**src/rtl/display_pkg.sv**
```systemverilog
// Shared constants for the BCD display scanner: parameter limits and
// active-low seven-segment patterns (bit0=a ... bit6=g).
package display_pkg;

    localparam int unsigned NUM_DIGITS_MIN = 1;
    localparam int unsigned NUM_DIGITS_MAX = 8;
    localparam int unsigned PRESCALE_MIN   = 2;
    localparam int unsigned PRESCALE_MAX   = 65535;

    localparam logic [6:0] SEG_0     = 7'b1000000;
    localparam logic [6:0] SEG_1     = 7'b1111001;
    localparam logic [6:0] SEG_2     = 7'b0100100;
    localparam logic [6:0] SEG_3     = 7'b0110000;
    localparam logic [6:0] SEG_4     = 7'b0011001;
    localparam logic [6:0] SEG_5     = 7'b0010010;
    localparam logic [6:0] SEG_6     = 7'b0000010;
    localparam logic [6:0] SEG_7     = 7'b1111000;
    localparam logic [6:0] SEG_8     = 7'b0000000;
    localparam logic [6:0] SEG_9     = 7'b0010000;
    localparam logic [6:0] SEG_DASH  = 7'b0111111;
    localparam logic [6:0] SEG_BLANK = 7'b1111111;

endpackage

```
**src/rtl/seg7_decoder.sv**
```systemverilog
// Combinational BCD to active-low seven-segment decoder; codes 10-15 show a dash.
module seg7_decoder
    import display_pkg::*;
(
    input  logic [3:0] bcd,
    output logic [6:0] seg_n_c
);

    // Pattern lookup; out-of-range codes map to the g-only dash.
    always_comb begin
        seg_n_c = SEG_DASH;
        case (bcd)
            4'd0:    seg_n_c = SEG_0;
            4'd1:    seg_n_c = SEG_1;
            4'd2:    seg_n_c = SEG_2;
            4'd3:    seg_n_c = SEG_3;
            4'd4:    seg_n_c = SEG_4;
            4'd5:    seg_n_c = SEG_5;
            4'd6:    seg_n_c = SEG_6;
            4'd7:    seg_n_c = SEG_7;
            4'd8:    seg_n_c = SEG_8;
            4'd9:    seg_n_c = SEG_9;
            default: seg_n_c = SEG_DASH;
        endcase
    end

endmodule

```
**src/rtl/bcd_display_scanner.sv**
```systemverilog
// Time-multiplexed seven-segment scanner with tear-free frame-boundary updates,
// a blank slot at the start of every digit, and a dash for invalid codes.
// Optional feature: define LEADING_ZERO_BLANK_EN to blank leading zero digits.
module bcd_display_scanner
    import display_pkg::*;
#(
    parameter int unsigned NUM_DIGITS = 4,
    parameter int unsigned PRESCALE   = 4
) (
    input  logic                    clk,
    input  logic                    rst,
    input  logic [4*NUM_DIGITS-1:0] digits_in,
    input  logic                    load,
    output logic [6:0]              seg_n,
    output logic [NUM_DIGITS-1:0]   an_n,
    output logic                    frame_done
);

    localparam int unsigned DW    = 4 * NUM_DIGITS;
    localparam int unsigned CNT_W = $clog2(PRESCALE);
    localparam int unsigned IDX_W = (NUM_DIGITS > 1) ? $clog2(NUM_DIGITS) : 1;

    localparam logic [CNT_W-1:0] CNT_LAST = CNT_W'(PRESCALE - 1);
    localparam logic [IDX_W-1:0] IDX_LAST = IDX_W'(NUM_DIGITS - 1);

    logic [CNT_W-1:0]      cnt_q, cnt_d;
    logic [IDX_W-1:0]      idx_q, idx_d;
    logic [DW-1:0]         pending_q, pending_d;
    logic                  pending_valid_q, pending_valid_d;
    logic [DW-1:0]         display_q, display_d;
    logic [6:0]            seg_n_q, seg_n_d;
    logic [NUM_DIGITS-1:0] an_n_q, an_n_d;
    logic                  frame_done_q, frame_done_d;

    logic                  boundary_c;
    logic                  display_upd_c;
    logic [3:0]            digit_sel_c;
    logic [6:0]            dec_seg_c;

`ifdef LEADING_ZERO_BLANK_EN
    logic [NUM_DIGITS-1:0] blank_q, blank_d;
    logic                  blank_sel_c;

    // Digit i>=1 is blanked when it and every higher digit are zero.
    function automatic logic [NUM_DIGITS-1:0] lz_mask(input logic [DW-1:0] d);
        logic [NUM_DIGITS-1:0] m;
        logic                  zero_above;
        m          = '0;
        zero_above = 1'b1;
        for (int i = int'(NUM_DIGITS) - 1; i >= 1; i--) begin
            zero_above = zero_above & (d[4*i +: 4] == 4'd0);
            m[i]       = zero_above;
        end
        return m;
    endfunction
`endif

    // Slot counter and digit index advance.
    always_comb begin
        cnt_d      = cnt_q + CNT_W'(1);
        idx_d      = idx_q;
        boundary_c = (cnt_q == CNT_LAST) && (idx_q == IDX_LAST);
        if (cnt_q == CNT_LAST) begin
            cnt_d = '0;
            idx_d = (idx_q == IDX_LAST) ? '0 : idx_q + IDX_W'(1);
        end
    end

    // Snapshot handling; a load coinciding with the boundary bypasses pending.
    always_comb begin
        pending_d       = pending_q;
        pending_valid_d = pending_valid_q;
        display_d       = display_q;
        display_upd_c   = 1'b0;
        if (load) begin
            pending_d       = digits_in;
            pending_valid_d = 1'b1;
        end
        if (boundary_c) begin
            if (load) begin
                display_d       = digits_in;
                display_upd_c   = 1'b1;
                pending_valid_d = 1'b0;
            end else if (pending_valid_q) begin
                display_d       = pending_q;
                display_upd_c   = 1'b1;
                pending_valid_d = 1'b0;
            end
        end
    end

`ifdef LEADING_ZERO_BLANK_EN
    // Blank mask follows the display register.
    always_comb begin
        blank_d = display_upd_c ? lz_mask(display_d) : blank_q;
    end
`endif

    // Current digit select.
    always_comb begin
        digit_sel_c = 4'd0;
`ifdef LEADING_ZERO_BLANK_EN
        blank_sel_c = 1'b0;
`endif
        for (int i = 0; i < int'(NUM_DIGITS); i++) begin
            if (idx_q == IDX_W'(i)) begin
                digit_sel_c = display_q[4*i +: 4];
`ifdef LEADING_ZERO_BLANK_EN
                blank_sel_c = blank_q[i];
`endif
            end
        end
    end

    seg7_decoder u_seg7_decoder (
        .bcd     (digit_sel_c),
        .seg_n_c (dec_seg_c)
    );

    // Output stage: blank slot at cnt==0, otherwise drive the selected digit.
    always_comb begin
        seg_n_d      = SEG_BLANK;
        an_n_d       = '1;
        frame_done_d = boundary_c;
        if (cnt_q != '0) begin
`ifdef LEADING_ZERO_BLANK_EN
            seg_n_d = blank_sel_c ? SEG_BLANK : dec_seg_c;
`else
            seg_n_d = dec_seg_c;
`endif
            for (int i = 0; i < int'(NUM_DIGITS); i++) begin
                if (idx_q == IDX_W'(i)) an_n_d[i] = 1'b0;
            end
        end
    end

    // State and output registers.
    always_ff @(posedge clk) begin
        if (rst) begin
            cnt_q           <= '0;
            idx_q           <= '0;
            pending_q       <= '0;
            pending_valid_q <= 1'b0;
            display_q       <= '0;
            seg_n_q         <= SEG_BLANK;
            an_n_q          <= '1;
            frame_done_q    <= 1'b0;
`ifdef LEADING_ZERO_BLANK_EN
            blank_q         <= lz_mask(DW'(0));
`endif
        end else begin
            cnt_q           <= cnt_d;
            idx_q           <= idx_d;
            pending_q       <= pending_d;
            pending_valid_q <= pending_valid_d;
            display_q       <= display_d;
            seg_n_q         <= seg_n_d;
            an_n_q          <= an_n_d;
            frame_done_q    <= frame_done_d;
`ifdef LEADING_ZERO_BLANK_EN
            blank_q         <= blank_d;
`endif
        end
    end

    assign seg_n      = seg_n_q;
    assign an_n       = an_n_q;
    assign frame_done = frame_done_q;

endmodule

```
**config.mk**
```make
export PLATFORM = sky130hd
export DESIGN_NAME = bcd_display_scanner
export DESIGN_NICKNAME = d
export VERILOG_FILES = /design/src/rtl/display_pkg.sv /design/src/rtl/seg7_decoder.sv /design/src/rtl/bcd_display_scanner.sv
export SDC_FILE = /design/constraint.sdc
export NUM_CORES = 1
export LEC_CHECK = 0
export BUFFER_PORTS_ARGS = -buffer_cell sky130_fd_sc_hd__buf_2
export CAP_MARGIN = 10
export CORE_MARGIN = 8
export CORE_UTILIZATION = 59
export CTS_CLUSTER_DIAMETER = 50
export DETAILED_ROUTE_END_ITERATION = 16
export GPL_TIMING_DRIVEN = 0
export PLACE_DENSITY = 0.86
export SLEW_MARGIN = 20
export SYNTH_ARGS = -nofsm -noshare
export SYNTH_HDL_FRONTEND = slang
export SYNTH_SLANG_ARGS = --single-unit
```
**constraint.sdc**
```tcl
create_clock -name clk -period 3.9 [get_ports clk]
set_input_delay 0 -clock clk [delete_from_list [all_inputs] [get_ports clk]]
set_output_delay 0 -clock clk [all_outputs]
set_load 0.01 [all_outputs]
```
==> metrics.md <==
| Metric | Value |
|---|---|
| Outcome | `completed` |
| Ant. Diodes | `0` |
| Clock share of power | `36.1%` |
| Die X-Extent | `about 74 um` |
| Layout Nets | `281` |
| Maximum fanout along the worst path | `9` |
| Max_cap viols | `0` |
| DR vias | `approximately 1,600` |
| Comb pwr share | `10.1%` |
| Syn Inst Count | `200` |
| Vias per inst | `around 5.3` |
| Height of the die | `between 70 and 80 um` |
| Mapped Nets | `230` |
| Vias in the first global route | `between 1,500 and 2,000` |
| CTS root buffer | `clkbuf_4` |
| Syn Area/Cell | `10.1 um2` |
| # fillers | `~250` |
| Routability cong. | `0.899` |
| Hold path startpoint | `load` |
| Met3 Use GR | `3.77%` |
| CTS tree | `yes` |
| TritonRoute pass-1 iters | `4` |
| Slew Viols, Final | `0` |
| Tot GR Track Use | `15.9%` |
| Fmax | `roughly 0.45 GHz` |
| GR peak layer | `met2` |
| Met1 usage | `17.7%` |
| Number of DRC markers in iteration 0 | `84` |
| PD cells | `398 mW/mm2` |
| Slew headroom | `66.9%` |
| Fin Setup TNS | `0 ps` |
| Initial Util | `60.9%` |
| Tmin final | `2210 ps` |
| Wire length per cell | `13.6 um` |
| Clock latency at the later pin of the worst-skew pair | `360 ps` |
| Core ar. | `~0.0033 mm2` |
| # rows | `21` |
| CP Capture Type | `flip-flop` |
| Clk sinks | `49` |
| Maximum level of the CTS H-tree | `2` |
| Reg-to-Reg Start | `idx_q[1]` |
| Period utilization | `56.7%` |
| RSZ-0062 raised after global routing | `false` |
| DIE AREA | `0.00554 mm2` |
| Sequential share of the synthesized area | `between 40% and 50%` |
| Dpl ws | `1710 ps` |
| Synth warn | `0` |
| Sw Pwr | `around 220 uW` |
| Register bit count reported by yosys | `49` |
| Path type of the worst min-delay path | `input pin to flip-flop` |
| Gr ovfl total | `0` |
| CTS clock-pin slew for the worst setup and hold paths | `130 ps` |
| Final core utilization | `74.8%` |
| Routed WL | `between 4000 and 5000 um` |
| Mapped Area | `0.00202 mm2` |
| Post-DP HPWL | `roughly 3000 um` |
| Detail Route Antenna Nets | `0` |
| Switching part of the total | `22.0%` |
| Static leakage | `0.000998 uW` |
| Max clock buf depth | `2` |
| Distinct cells, synth | `27` |
| Total power | `987 uW` |
| Layout area overhead | `22.8%` |
| Initial antenna violation count | `0` |
| Startpoint types | `flip-flop` |
| Hold slack | `68.6 ps` |
| Peak supply drop | `about 0.31 mV` |
| Sequential Power Share | `53.8%` |
| Met2 Use GR | `27.7%` |
| IO buf count | `28` |
| DR DRC count | `0` |
| CP required | `around 4200 ps` |
| Least-Margin Pin Slew | `496 ps` |
| First-pass GRT wire length | `6850 um` |
| WS Path Type | `flip-flop to flip-flop` |
| Largest net degree at the start of global routing | `16` |
| Cts bufs inserted | `5` |
| Share of cells above drive strength 1 | `about a fifth` |
| Finish-stage setup viols | `0` |
| Fin. Hold Viols | `0` |
| Post-CTS sizing | `0` |
| Clock Skew | `6.30 ps` |
| Worst setup margin | `1690 ps` |
| Critical path origin | `idx_q[1]` |
| WP data arrival | `2500 ps` |
| Internal cell power | `770 uW` |
| Io pins | `31` |
cell families after synthesis:
kind of cell	synth area share [%]
simple gates	14.5
buf+inv	4.59
flops	48.7
compound gates	14.4
fa+ha+maj	6.83
mux	11.0
registers in the layout (all words and copies together) (netlist names):
register	cells
idx_q	2
pending_q	16
seg_n	7
frame_done	1
cnt_q	2
display_q	16
an_n	4
pending_valid_q	1
path summary, 6_finish.rpt:
check,end,slack (ps),cells past startpoint
min reg2reg,cnt_q[0],470,1
max reg2reg,seg_n[5],1690,8
min,pending_q[1],70,3
max,seg_n[5],1690,8
routing by layer:
metal | vias to the layer above | wire (um) | part of all wire (%)
met5 | - | 0 | 0
met1 | 737 | 1720 | 42
met4 | 0 | 74 | 1.8
li1 | 795 | - | -
met3 | 9 | 217 | 5.4
met2 | 39 | 2040 | 50
stage by stage:
stage	std cells	area, um2
finish	298	2480
global route	298	2480
CTS	298	2480
detailed placement	274	2210
global placement	274	2210
floorplan	200	2020
cell type report:
class                      instances  area, um2  share of cell area (%)
buffer                            12       58.8                    2.37
clock buffer                       5       37.5                    1.52
clock inverter                     3       65.1                    2.63
inverter                           9       33.8                    1.36
multi-input combinational        130        942                    38.0
sequential                        49        981                    39.6
tap                               46       57.6                    2.32
timing repair buffer              44        300                    12.1
repair_timing:
item | 4_1_cts | 5_1_grt
endpoints found under the hold margin | 16 | 0
buffers inserted | 0 | 0
hold buffers | 16 | 0
endpoints found under the setup margin | 0 | 0
worst max-delay path: stages (launching register included):
cell and delay, ps:
dfxtp_1 410, inv_1 80, ha_1 300, nand3b_1 250, a221oi_4 360, inv_2 120
ha_1 210, mux2_2 260, a22oi_1 160
synth_stat cells:
master    number  share of area [%]
dfxtp_1       49                 49
nor2_1        39                7.3
a211oi_1      20                7.4
mux2i_1       20                9.9
ha_1          11                6.8
inv_1          8                1.5
clkbuf_1       6                1.1
nor3b_1        6                2.2
nand2_1        5               0.93
nor3_1         5                1.2
buf_2          4               0.99
nand3b_1       4                1.5
a22oi_1        3                1.1
o21ai_0        3               0.74
a21oi_1        2               0.50
a221oi_4       2                2.6
mux2_2         2                1.1
nor2b_1        2               0.62
a211o_1        1               0.43
a211oi_2       1               0.62
a221o_1        1               0.50
a32oi_1        1               0.43
and3_2         1               0.37
buf_6          1               0.56
clkbuf_2       1               0.25
inv_2          1               0.19
nor2_2         1               0.31
power groups by stage:
stage	Sequential, uW	Combinational (uW)	Clock, uW
after floorplan	546	53.0	0
after global placement	541	84.7	0
after detailed placement	542	88.4	0
after CTS	531	101	359
after global routing	533	111	380
final	530	99.9	356
placed cells by master, fill, tap and decap left out, drive strengths merged, types with 3 or more instances in the layout:
cell and count:
dfxtp 49, nor2 40, buf 33, a211oi 21, mux2i 20, dlygate4sd3 16, clkbuf 12, ha 11
inv 9, nor3b 6, nor3 5, nand2 5, nand3b 4, o21ai 3, a22oi 3
(Power assumes the default switching activity.)
